### src/rtl/fetch_ctrl.sv
`default_nettype none
// ============================================================================
//  Module   : fetch_ctrl
//  Brief    : Instruction-fetch sequencer. Boots the PC, issues fetch
//             requests, applies trap/branch/jump redirects (queuing them while
//             a fetch is outstanding), holds a fetched instruction while decode
//             stalls, and raises a trap-vectored bus error on fetch timeout.
//  Revision : 1.0 - initial release
// ============================================================================
module fetch_ctrl #(
   parameter int              SIZE         = 32,
   parameter logic [SIZE-1:0] RESET_VECTOR = '0,
   parameter logic [SIZE-1:0] TRAP_VECTOR  = SIZE'(32'h0000_0100),
   parameter int              TIMEOUT      = 16
) (
   input  logic            CLK,
   input  logic            RESET,
   input  logic [SIZE-1:0] pc,
   input  logic            stall,
   input  logic            branch_taken,
   input  logic [SIZE-1:0] branch_target,
   input  logic            jump,
   input  logic [SIZE-1:0] jump_target,
   input  logic            trap,
   input  logic            imem_ack,
   output logic            imem_req,
   output logic [SIZE-1:0] imem_addr,
   output logic [SIZE-1:0] pc_in,
   output logic            pc_write,
   output logic            instr_valid,
   output logic            flush,
   output logic            bus_err
);

   // Counter only has to reach TIMEOUT-1; TIMEOUT is at least 2.
   localparam int              CW         = (TIMEOUT > 2) ? $clog2(TIMEOUT) : 1;
   localparam logic [CW-1:0]   c_cnt_last = CW'(TIMEOUT - 1);
   localparam logic [CW-1:0]   c_cnt_one  = CW'(1);
   localparam logic [SIZE-1:0] c_align    = ~SIZE'(3);
   localparam logic [SIZE-1:0] c_step     = SIZE'(4);

   typedef enum logic [1:0] {
      BOOT  = 2'd0,
      FETCH = 2'd1,
      HOLD  = 2'd2
   } state_t;

   state_t          r_state;
   logic            r_pend_valid;
   logic [SIZE-1:0] r_pend_target;
   logic [CW-1:0]   r_count;

   state_t          w_state_nxt;
   logic            w_pend_valid_nxt;
   logic [SIZE-1:0] w_pend_target_nxt;
   logic [CW-1:0]   w_count_nxt;

   logic            w_redir;
   logic [SIZE-1:0] w_redir_target;
   logic [SIZE-1:0] w_pc_seq;
   logic            w_timeout;

   // Redirect selection: trap beats branch beats jump, targets word-aligned.
   always_comb begin
      w_redir = trap | branch_taken | jump;
      if (trap) begin
         w_redir_target = TRAP_VECTOR & c_align;
      end else if (branch_taken) begin
         w_redir_target = branch_target & c_align;
      end else begin
         w_redir_target = jump_target & c_align;
      end
      w_pc_seq  = pc + c_step;
      w_timeout = (r_count == c_cnt_last);
   end

   // Next-state and output decode; reset forces all outputs quiet.
   always_comb begin
      w_state_nxt       = r_state;
      w_pend_valid_nxt  = r_pend_valid;
      w_pend_target_nxt = r_pend_target;
      w_count_nxt       = r_count;
      imem_req          = 1'b0;
      imem_addr         = pc;
      pc_in             = w_pc_seq;
      pc_write          = 1'b0;
      instr_valid       = 1'b0;
      flush             = 1'b0;
      bus_err           = 1'b0;

      case (r_state)
         BOOT: begin
            pc_write         = 1'b1;
            pc_in            = RESET_VECTOR;
            w_pend_valid_nxt = 1'b0;
            w_count_nxt      = '0;
            w_state_nxt      = FETCH;
         end

         FETCH: begin
            imem_req = 1'b1;
            if (imem_ack) begin
               // An ack always wins over a coincident timeout.
               w_count_nxt = '0;
               if (w_redir || r_pend_valid) begin
                  flush            = 1'b1;
                  pc_write         = 1'b1;
                  pc_in            = w_redir ? w_redir_target : r_pend_target;
                  w_pend_valid_nxt = 1'b0;
               end else if (!stall) begin
                  instr_valid = 1'b1;
                  pc_write    = 1'b1;
                  pc_in       = w_pc_seq;
               end else begin
                  instr_valid = 1'b1;
                  w_state_nxt = HOLD;
               end
            end else if (w_timeout) begin
               bus_err          = 1'b1;
               flush            = 1'b1;
               pc_write         = 1'b1;
               pc_in            = TRAP_VECTOR;
               w_pend_valid_nxt = 1'b0;
               w_count_nxt      = '0;
            end else begin
               // Fetch still outstanding: remember the latest redirect.
               w_count_nxt = r_count + c_cnt_one;
               if (w_redir) begin
                  w_pend_valid_nxt  = 1'b1;
                  w_pend_target_nxt = w_redir_target;
               end
            end
         end

         HOLD: begin
            w_count_nxt = '0;
            if (w_redir) begin
               flush            = 1'b1;
               pc_write         = 1'b1;
               pc_in            = w_redir_target;
               w_pend_valid_nxt = 1'b0;
               w_state_nxt      = FETCH;
            end else if (!stall) begin
               pc_write    = 1'b1;
               pc_in       = w_pc_seq;
               w_state_nxt = FETCH;
            end
         end

         default: begin
            w_state_nxt      = BOOT;
            w_pend_valid_nxt = 1'b0;
            w_count_nxt      = '0;
         end
      endcase

      if (RESET) begin
         imem_req    = 1'b0;
         pc_write    = 1'b0;
         instr_valid = 1'b0;
         flush       = 1'b0;
         bus_err     = 1'b0;
         pc_in       = RESET_VECTOR;
      end
   end

   // State, pending redirect and timeout counter registers.
   always_ff @(posedge CLK or posedge RESET) begin
      if (RESET) begin
         r_state       <= BOOT;
         r_pend_valid  <= 1'b0;
         r_pend_target <= '0;
         r_count       <= '0;
      end else begin
         r_state       <= w_state_nxt;
         r_pend_valid  <= w_pend_valid_nxt;
         r_pend_target <= w_pend_target_nxt;
         r_count       <= w_count_nxt;
      end
   end

endmodule
`default_nettype wire

### config.mk
export PLATFORM = sky130hd
export DESIGN_NAME = fetch_ctrl
export DESIGN_NICKNAME = d
export VERILOG_FILES = /design/src/rtl/fetch_ctrl.sv
export SDC_FILE = /design/constraint.sdc
export NUM_CORES = 1
export LEC_CHECK = 0
export BUFFER_PORTS_ARGS = -buffer_cell sky130_fd_sc_hd__buf_2
export CORE_ASPECT_RATIO = 2
export CORE_MARGIN = 2
export CORE_UTILIZATION = 30
export CTS_CLUSTER_DIAMETER = 30
export CTS_CLUSTER_SIZE = 16
export DETAILED_ROUTE_END_ITERATION = 7
export PLACE_DENSITY_LB_ADDON = 0.1
export SLEW_MARGIN = 10
export SYNTH_ARGS = -nofsm -noshare
export SYNTH_HDL_FRONTEND = slang
export SYNTH_SLANG_ARGS = --single-unit
### constraint.sdc
create_clock -name CLK -period 6.39 [get_ports CLK]
set_clock_uncertainty 0.15 [all_clocks]
set_input_delay 0.9585 -clock CLK [delete_from_list [all_inputs] [get_ports CLK]]
set_output_delay 0.9585 -clock CLK [all_outputs]
set_load 0.02 [all_outputs]
Yosys cells after proc, flatten, opt, wreduce, memory -nomap -nowiden
Cells that the tools add are included.
{"block": "classes", "n_eq_ne": 10, "n_reduce_logical": 5, "muxes": 45, "bitwise": 4, "add_sub_neg": 2}
{"op": "32-bit 2-to-1 mux", "n": 8}
{"op": "32-bit one-hot mux with 3 select lines", "n": 1}
{"op": "32-bit by 3-bit adder with 32-bit output, second input constant", "n": 1}
{"op": "1-bit 2-to-1 mux", "n": 24}
{"op": "4-bit 2-to-1 mux", "n": 3}
{"op": "2-bit 2-to-1 mux", "n": 5}
{"op": "2-bit inequality test, second input constant", "n": 4}
{"op": "3-bit inequality test, second input constant", "n": 2}
{"op": "2-bit one-hot mux with 3 select lines", "n": 1}
{"op": "3-bit AND reduction", "n": 2}
{"op": "4-bit by 1-bit adder with 4-bit output, second input constant", "n": 1}
{"op": "4-bit equality test, second input constant", "n": 1}
{"op": "4-bit inequality test, second input constant", "n": 1}
{"op": "1-bit one-hot mux with 2 select lines", "n": 2}
{"op": "4-bit AND reduction", "n": 1}
{"op": "1-bit one-hot mux with 3 select lines", "n": 1}
{"op": "2-bit by 1-bit equality test with 1-bit output, second input constant", "n": 1}
{"op": "2-bit equality test, second input constant", "n": 1}
{"op": "2-bit logical NOT", "n": 1}
{"op": "1-bit NOT", "n": 2}
{"op": "1-bit OR", "n": 2}
{"op": "1-bit logical OR", "n": 1}
{"block": "totals", "ff_bits": 39, "out_inout_bits": 69, "in_bits": 103}

Depth between registers and ports, before layout
Gate-level depths: netlist of run 1.
{"block": "logic_depth", "word_depth": 7, "ltp_mapped": 10, "mapped_depth_nobuf": 7}

Worst setup path after synthesis of run 1
No wires, ideal clock.
{"block": "synth_path", "kind": "input -> output", "start": "input RESET", "end": "output pc_in[20]", "arrival_ps": 3232, "setup_slack_ps": 2049, "stages": 5, "path_buffers": 2, "path_cell_list": "clkbuf_1 -> clkinv_1 -> nand2_1 -> clkbuf_1 -> o22ai_1"}
{"block": "synth_via", "elab_chain_cells": 1}
{"item": "start, declared", "line_no": "17", "rtl": "input logic RESET,"}
{"item": "32-bit 2-to-1 mux", "line_no": "157", "rtl": "if (RESET) begin"}
{"item": "end, declared", "line_no": "28", "rtl": "output logic [SIZE-1:0] pc_in,"}
Every way passes these cells.

Worst setup path in the final report of run 1
{"block": "layout_path", "start": "input branch_taken", "end": "output pc_in[13]"}
{"block": "layout_via", "elab_chain_cells": 7, "word_cells_on_any_way": 11, "classes_between": "8 x mux; 2 x bitwise; 1 x reduce/logical"}
{"item": "start, declared", "line_no": "20", "rtl": "input logic branch_taken,"}
{"item": "32-bit 2-to-1 mux / 1-bit OR (equally long branches)", "line_no": "68, 65"}
{"item": "32-bit 2-to-1 mux / 1-bit OR (equally long branches)", "line_no": "66, 65"}
{"item": "32-bit 2-to-1 mux / 1-bit logical OR (equally long branches)"}
{"item": "32-bit 2-to-1 mux", "line_no": "105", "rtl": "if (w_redir || r_pend_valid) begin"}
{"item": "32-bit 2-to-1 mux", "line_no": "102", "rtl": "if (imem_ack) begin"}
{"item": "32-bit one-hot mux with 3 select lines *", "line_no": "91", "rtl": "case (r_state)"}
{"item": "32-bit 2-to-1 mux *", "line_no": "157"}
Mark *: on every way between the ends. The rest lies on a longest branch, timed or not.

==> metrics, run 1 <==
DRC errors left 0; Ant. Diodes 0; fin crit share 66.25%; Sum Neg Setup Slack 0 ns; worst slew pin tran 0.6976 ns; crit path DAT 3.12 ns; wire per inst 18.58 microns; vias per cell 5.327; Setup crit end kind primary output; Yosys top cell by area dfrtp_1; max cap viols 0; Worst R2R Path Depth 6; Hold Buf Count CTS 0; initial core utilization 30.64%; async set-reset flop share out of synthesis 100.0%; Worst Hold Depth 1; number of fill cells 1354; power density cells 255.4 nW/um^2; Vias 3921; Die Area 13720 sq um; CTS Buffer Depth 2; later-pin clock latency in the skew report 0.28 ns; Crit Path Class primary input to primary output; met3 Use GR 2.173%; CTS tree done; grt total ovfl 0; Pleak 2.286 nW; global-route wire length before repair 20630 microns; HP Class flip-flop to flip-flop; Post-Syn Area per Cell 8.173 sq um; # nets final 694; Critical Path RT 5.28 ns; area delta synth->final 22.60%; sequential share of the synthesized area 25.52%; worst-path maximum fanout 40; crit path time final 4.233 ns; number of flops mapped to enable cells by yosys 0; gr usage total 19.40%; top cells by area, synth dfrtp_1 26%, mux2i_1 7.3%, buf_4 6.9%; hpwl dp 10750 microns; clock sink count 39; max-slew violations 0; H-tree depth 2; GPL Wtd Cong 0.8922; CTS root buf clkbuf_16; RSZ-0062 raised after global routing no; initial antenna violation count 0; FP Rows 58; status completed; Post-synth top flop dfrtp_1; top-area cell type share of the netlist area 25.52%; Yosys Warn Count 0; die height 163.7 microns; Cells after Synth 468; routed wire length 13680 microns; Mapped Nets 577; I/O pin cnt 172; CTS Buf Count 5; Cell Area, Synth 3825 sq um; GRT busiest layer met2; final hold violations 0; met1 Resource Use GR 21.37%; Initial DRC Count 190; Clock transition at path regs 0.05 ns; post-route ant nets 0; CP Launch Type primary input; fmax 0.2362 GHz; pre-CTS WS 2.204 ns; Post CTS Setup Buffer Count 0; Slew HR 53.49%; largest net degree at the start of global routing 43; post-CTS sizing 0; share of layout cells above drive strength 1 32.59%; met2 Use GR 37.16%; core area 12480 sq um; buffers added on ports 167; worst vdd ir 0.0001305 V; Pre-antenna DRT Iters 4; vias in the first global route 3714; fin worst setup slack 2.157 ns; Yosys cell types 53; synthesis-stage register bit count 39; Die W 83.84 microns; final setup fails 0
[flip-flops by register name, summed over array words and instances, names as in the netlist]
| signal | count |
|---|---|
| r_pend_target | 32 |
| r_count | 4 |
| r_state | 2 |
| r_pend_valid | 1 |
[synthesized netlist by cell type (13+ instances only)]
library cell and instances:
nand2_1 41, a21oi_1 20, buf_4 35, o22ai_1 17, buf_2 14, dfrtp_1 39, mux2i_1 28, mux2_1 17
nand3_1 15, nor2_1 42, clkbuf_1 13, o21ai_1 16, a22oi_1 16, xor2_1 24
[final timing paths]
check                             startpoint                end  slack [ns]
max in group asynchronous              RESET   r_pend_target[2]        4.71
min in group asynchronous              RESET         r_state[0]        0.61
worst min-delay path              r_count[0]         r_count[0]        0.32
worst max-delay path            branch_taken          pc_in[13]        2.16
worst max register to register    r_state[1]  r_pend_target[19]        3.92
worst min register to register    r_count[0]         r_count[0]        0.32
[per-layer routing]
layer / part of all wire, % / vias up / routed length (microns)
li1: - / 1907 / -
met1: 36 / 1854 / 4869
met2: 56 / 139 / 7669
met3: 4.7 / 21 / 637
met4: 3.6 / 0 / 499
met5: 0 / - / 0
[layout by cell type, fill, tap and decap left out, types with 16 or more instances in the layout]
cell and count:
buf_2 167, mux2i_1 28, o21ai_1 16, a21oi_1 20
nor2_1 42, mux2_1 17, xor2_1 24, nand2_1 41
dfrtp_1 39, a22oi_1 16, o22ai_1 17
[power breakdown]
group          leakage (nW)  switching [mW]  internal, mW  total [mW]
logic                  1.69           0.301         0.196       0.497
registers             0.508          0.0566         0.344       0.401
clock network        0.0875           0.104         0.196       0.301
[final cells by class]
class / instances / area [sq um] / area share, %
Multi-Input combinational cell: 356 / 2426 / 51.73
Sequential cell: 39 / 975.9 / 20.81
Timing Repair Buffer: 174 / 888.4 / 18.94
Tap cell: 150 / 187.7 / 4.002
Clock buffer: 6 / 138.9 / 2.962
Clock inverter: 2 / 38.79 / 0.8271
Inverter: 9 / 33.78 / 0.7204
[critical path, stage by stage]
cell and delay [ns]:
buf_2 0.09, buf_4 0.30, nor3_1 0.27, buf_4 0.23
o21ai_1 0.12, nand2_1 0.30, nand2_1 0.35, o22ai_1 0.28
buf_2 0.20
[cells by family after synthesis]
logic type / after synthesis / share of synthesized area (%)
AO/OA/AOI/OAI: 117 / 20.61
AND/OR/NAND/NOR: 155 / 20.71
adder cells (fa/ha/maj): 6 / 1.963
flip-flops: 39 / 25.52
multiplexers: 49 / 13.51
buffers and inverters: 73 / 11.06
XOR/XNOR: 29 / 6.640
[metrics by stage]
step	std cells	hold slack [ns]	area, sq um	total power, mW	util (%)
finish	736	0.3249	4690	1.198	37.57
global route	736	0.3442	4690	1.279	37.57
CTS	736	0.3285	4690	1.213	37.57
detailed placement	728	0.3208	4512	0.9032	36.15
global placement	728	0.3127	4512	0.8923	36.15
floorplan	468	0.2831	3825	0.7468	-
(Power assumes the default switching activity.)
==> run 2: changes to the inputs <==
--- a/config.mk
+++ b/config.mk
@@ -5,6 +5,7 @@
 export SDC_FILE = /design/constraint.sdc
 export NUM_CORES = 1
 export LEC_CHECK = 0
+export ABC_AREA = 1
 export BUFFER_PORTS_ARGS = -buffer_cell sky130_fd_sc_hd__buf_2
 export CORE_ASPECT_RATIO = 2
 export CORE_MARGIN = 2
==> constraint.sdc (replaced) <==
create_clock -name CLK -period 4 [get_ports CLK]
set_clock_uncertainty 0.15 [all_clocks]
set_input_delay 0.6 -clock CLK [delete_from_list [all_inputs] [get_ports CLK]]
set_output_delay 0.6 -clock CLK [all_outputs]
set_load 0.02 [all_outputs]
==> run 2 against run 1 <==
Clock-buffer cell count grew 1. Sequential cell count is the same. Worst setup slack lost 1.4 ns. Via count grew 55%. Clock power grew 41%. Design area grew 30%. Area after synthesis grew 38%. Sequential power grew 53%. Global-route usage shrank 0.11 points. Critical path type unchanged.
==> metrics, run 2 <==
status completed; share of layout cells above drive strength 1 21.71%; post-CTS sizing 0; Switching Share 48.70%; power share of the clock group 16.7%; DRC errors left 0; Vias 6083; hpwl dp 14770 microns; sequential share of the synthesized area 18.49%; synthesis-stage register bit count 39; RR Startpoint r_state[1]; CTS Buffer Depth 2; GPL Wtd Cong 0.8586; P_sw 1.236 mW; core area 17270 sq um; critical path's largest stage delay 0.31 ns; clock sink count 39; routed wire length 18300 microns; Combinational Power Share 59.1%; gr usage total 19.29%; final hold violations 0; most common library cell in the layout ignoring fill and taps nand2_1; wire per inst 14.52 microns; Yosys Warn Count 0; grt total ovfl 0; Sum Neg Setup Slack 0 ns; top-area cell type share of the netlist area 19.20%; hold path endpoint r_count[0]; Post-Syn Area per Cell 5.604 sq um; # nets final 1158; FP Rows 68; worst slew pin tran 0.8483 ns; hold slack 0.3236 ns; area delta synth->final 15.67%; RSZ-0062 raised after global routing no; CP Launch Type primary input; r2r endpoint r_pend_valid; post-route ant nets 0; Clock transition at path regs 0.06 ns; Largest register FFs 32; Post CTS Setup Buffer Count 0; fmax 0.3110 GHz; Die W 97.80 microns; power density cells 415.7 nW/um^2; Post-synth top flop dfrtp_1; die height 191.6 microns; Crit Path Class primary input to primary output; fin crit share 80.39%; Post-synth top cells 270 x nand2_1, 111 x inv_1, 109 x nor2_1, 103 x nand3_1, 73 x o21ai_0; CTS root buf clkbuf_16; hold_sp r_count[0]; Pleak 3.406 nW; H-tree depth 2; Pint 1.302 mW; Setup crit end kind primary output; HP Class flip-flop to flip-flop; CP dominant cell by count buf_2; Most flops, register r_pend_target; Flop pwr share 24.1%; CTS Buf Count 5; crit path DAT 2.47 ns; Critical Path RT 3.25 ns; largest net degree at the start of global routing 59; async set-reset flop share out of synthesis 100.0%; top flop regs r_pend_target x32, r_count x4, r_state x2; slowest stage cell on the critical path nand2_2; initial core utilization 30.56%; CP cell instances buf_2 -> inv_2 -> nand2_4 -> nand2_2 -> buf_4 -> o21ai_0 -> a21oi_1 -> nand3_1 -> nand2_1 -> inv_1 -> buf_2; vias per cell 4.828; Cell Area, Synth 5279 sq um; max cap viols 0; vias in the first global route 5559; top cells by area, synth nand2_1 19%, dfrtp_1 18%, nand3_1 9.8%; placed cell count 1252; Ant. Diodes 0; Slew HR 43.36%; most frequent cell after synthesis nand2_1; Worst R2R Path Depth 8; Yosys cell types 40; Worst Hold Depth 1; later-pin clock latency in the skew report 0.29 ns; Die Area 18740 sq um; Cells after Synth 942; Hold Buf Count CTS 0; Pre-antenna DRT Iters 5; initial antenna violation count 0; worst vdd ir 0.0001604 V; most frequent cells in the layout 270 x nand2_1, 167 x buf_2, 110 x inv_1; Mapped Nets 1051; number of fill cells 2048; I/O pin cnt 172; Initial DRC Count 220; Post-Layout Cell Count 1260; buffers added on ports 167; worst-path maximum fanout 25; Yosys top cell by area nand2_1; crit path time final 3.215 ns; max-slew violations 0; global-route wire length before repair 28990 microns; CTS tree done; final setup fails 0; flop-to-flop setup slack 1.53 ns; number of flops mapped to enable cells by yosys 0
[run 2: layout make-up]
class	count	area, sq um	share of cell area (%)
Sequential cell	39	975.9	15.98
Timing Repair Buffer	178	918.4	15.04
Clock buffer	7	152.6	2.500
Multi-Input combinational cell	709	3351	54.88
Tap cell	210	262.8	4.303
Inverter	116	437.9	7.172
Clock inverter	1	7.507	0.1230
[run 2: logic make-up after synthesis]
logic type / count (synthesis) / share of synthesized area [%]
compound gates: 143 / 14.27
buf+inv: 194 / 18.04
flops: 39 / 18.49
xor+xnor: 9 / 1.493
simple gates: 551 / 46.29
fa+ha+maj: 6 / 1.422
[run 2: worst max path at each step]
stage	start	to	slack, ns	depth (start not counted)
floorplan	RESET	pc_in[1]	0.37	5
global placement	branch_taken	pc_in[15]	0.75	11
detailed placement	branch_taken	pc_in[15]	0.75	11
CTS	branch_taken	pc_in[15]	0.76	11
global route	branch_taken	pc_in[15]	0.57	11
finish	branch_taken	pc_in[29]	0.78	11
[run 2: routing by layer]
metal	wire (microns)	track usage, %
met1	7652	23.04
met2	9515	36.29
met3	629	0.9461
met5	0	0
met4	499	6.838
[run 2: metrics by stage]
step	util, %	power [mW]	setup WS (ns)	instance area [sq um]
2_1_floorplan	-	1.711	0.3707	5279
3_3_place_gp	34.42	2.127	0.7495	5946
3_5_place_dp	34.42	2.137	0.7521	5946
4_1_cts	35.35	2.577	0.7582	6106
5_1_grt	35.35	2.795	0.5743	6106
6_report	35.35	2.538	0.7845	6106
[run 2: power by group through the flow]
stage	Sequential, mW	Combinational [mW]	Clock [mW]
floorplan	0.601	1.11	0
finish	0.613	1.50	0.425
CTS	0.612	1.52	0.442
detailed placement	0.619	1.52	0
global placement	0.616	1.51	0
global route	0.633	1.71	0.454
[run 2: critical path: cells and delay by family]
kind | cells | cell delay (ns)
AO/OA/AOI/OAI | 2 | 0.36
AND/OR/NAND/NOR | 4 | 0.74
buffers and inverters | 5 | 0.74
==> run 3: changes to the inputs <==
==> constraint.sdc (replaced) <==
create_clock -name CLK -period 2.67 [get_ports CLK]
set_clock_uncertainty 0.15 [all_clocks]
set_input_delay 0.4005 -clock CLK [delete_from_list [all_inputs] [get_ports CLK]]
set_output_delay 0.4005 -clock CLK [all_outputs]
set_load 0.02 [all_outputs]
==> run 3 against run 2 <==
Core utilization up 2.9 points. Global-route usage up 0.96 points. Cell count up 3.4%. Register-to-register slack worse by 1.0 ns. Die area unchanged. First-iteration DRC count up 48%. Clock-buffer cell count down 1. Largest power group unchanged.
==> metrics, run 3 (same netlist as run 2, synthesis figures left out) <==
Initial DRC Count 326; Switching Share 48.05%; Die W 97.80 microns; share of layout cells above drive strength 1 25.98%; worst vdd ir 0.0002798 V; fin area 6613 sq um; Crit Path Class flip-flop to primary output; clock sink count 39; later-pin clock latency in the skew report 0.28 ns; Clock transition at path regs 0.06 ns; Pre-antenna DRT Iters 5; GPL Wtd Cong 0.8762; global-route wire length before repair 30150 microns; I/O pin cnt 172; most common library cell in the layout ignoring fill and taps nand2_1; P_sw 1.961 mW; crit path time final 2.568 ns; Die Area 18740 sq um; vias in the first global route 5721; Critical Path RT 2.12 ns; largest net degree at the start of global routing 59; fin crit share 96.19%; wire per inst 14.86 microns; placed cell count 1287; worst slew pin tran 0.5401 ns; Largest register FFs 32; power share of the clock group 13.8%; Post-Layout Cell Count 1303; most frequent cells in the layout 268 x nand2_1, 164 x buf_2, 108 x nor2_1, 108 x inv_1, 102 x nand3_1; DP Area 6296 sq um; CTS Buffer Depth 2; Sum Neg Setup Slack 0 ns; core area 17270 sq um; area delta synth->final 25.27%; routed wire length 19360 microns; Vias 6295; DRC errors left 0; crit path DAT 2.02 ns; CTS Buf Count 5; power density cells 617.1 nW/um^2; vias per cell 4.831; status completed; Most flops, register r_pend_target; Slew HR 63.99%; Ant. Diodes 0; Pleak 3.654 nW; post-route ant nets 0; CP Launch Type flip-flop; gr usage total 20.26%; die height 191.6 microns; Hold Buf Count CTS 0; initial core utilization 30.56%; CTS tree done; # nets final 1203; hpwl dp 15510 microns; final hold violations 0; final setup fails 0; Pint 2.120 mW; initial antenna violation count 0; Setup crit end kind primary output; max cap viols 0; FP Rows 68; fmax 0.3894 GHz; HP Class primary input to async pin; H-tree depth 2; top flop regs r_pend_target x32, r_count x4, r_state x2; grt total ovfl 0; worst-path maximum fanout 12; buffers added on ports 167; max-slew violations 0; Flop pwr share 22.7%; CTS root buf clkbuf_16; Combinational Power Share 63.5%; hold slack 0.04799 ns
==> run 3: worst max-delay path, stage by stage (launching register included) <==
cell and delay, ns:
dfrtp_2 0.44, inv_1 0.10, ha_2 0.22, inv_1 0.09
nor2_4 0.16, buf_12 0.17, nand3_1 0.09, nand3_1 0.09
o21a_1 0.19, buf_2 0.19
==> run 3: metrics by stage <==
step / setup slack (ns) / power, mW / util, %
after floorplan: 0.1938 / 2.563 / -
final: 0.1017 / 4.081 / 38.29
after CTS: 0.001921 / 3.993 / 37.23
after global routing: -0.01235 / 4.467 / 38.29
after global placement: 0.1217 / 3.381 / 36.45
after detailed placement: 0.07907 / 3.393 / 36.45
==> run 3: worst paths after layout <==
path	startpoint	endpoint	slack, ns	depth (start not counted)
worst max-delay path	r_state[0]	pc_in[10]	0.10	9
worst min-delay path	RESET	r_pend_target[9]	0.05	2
worst max register to register	r_state[1]	r_pend_valid	0.49	9
worst min register to register	r_pend_target[13]	r_pend_target[13]	0.33	2
max in group asynchronous	RESET	r_pend_target[11]	1.68	4
min in group CLK	branch_target[4]	r_pend_target[4]	0.30	4
==> run 3: power groups by stage <==
stage	Combinational [mW]	Sequential, mW	Clock (mW)
2_1_floorplan	1.66	0.901	0
3_3_place_gp	2.46	0.922	0
3_5_place_dp	2.47	0.928	0
4_1_cts	2.48	0.919	0.593
5_1_grt	2.89	0.958	0.616
6_report	2.59	0.927	0.563
==> run 3: layer usage <==
layer	wire, microns	GRT usage, %	vias to the layer above
li1	-	-	3260
met1	7748	23.64	2825
met2	10080	37.32	187
met3	833	1.528	23
met4	694	9.241	0
met5	0	0	-
==> run 3: area by class of cell <==
class | count | area, sq um
multi-input cells | 709 | 3408
flip-flops and latches | 39 | 977.2
fillers | 2033 | 10660
repair inverters | 1 | 8.758
well taps | 210 | 262.8
repair buffers | 222 | 1376
inverters | 116 | 450.4
clock buffers | 6 | 128.9
==> run 3: repair_timing <==
item | in CTS | in global routing
pin swaps | 0 | 6
endpoints found under the setup margin | 11 | 39
cloned | 0 | 1
buffers inserted | 0 | 9
gates resized for setup | 2 | 26
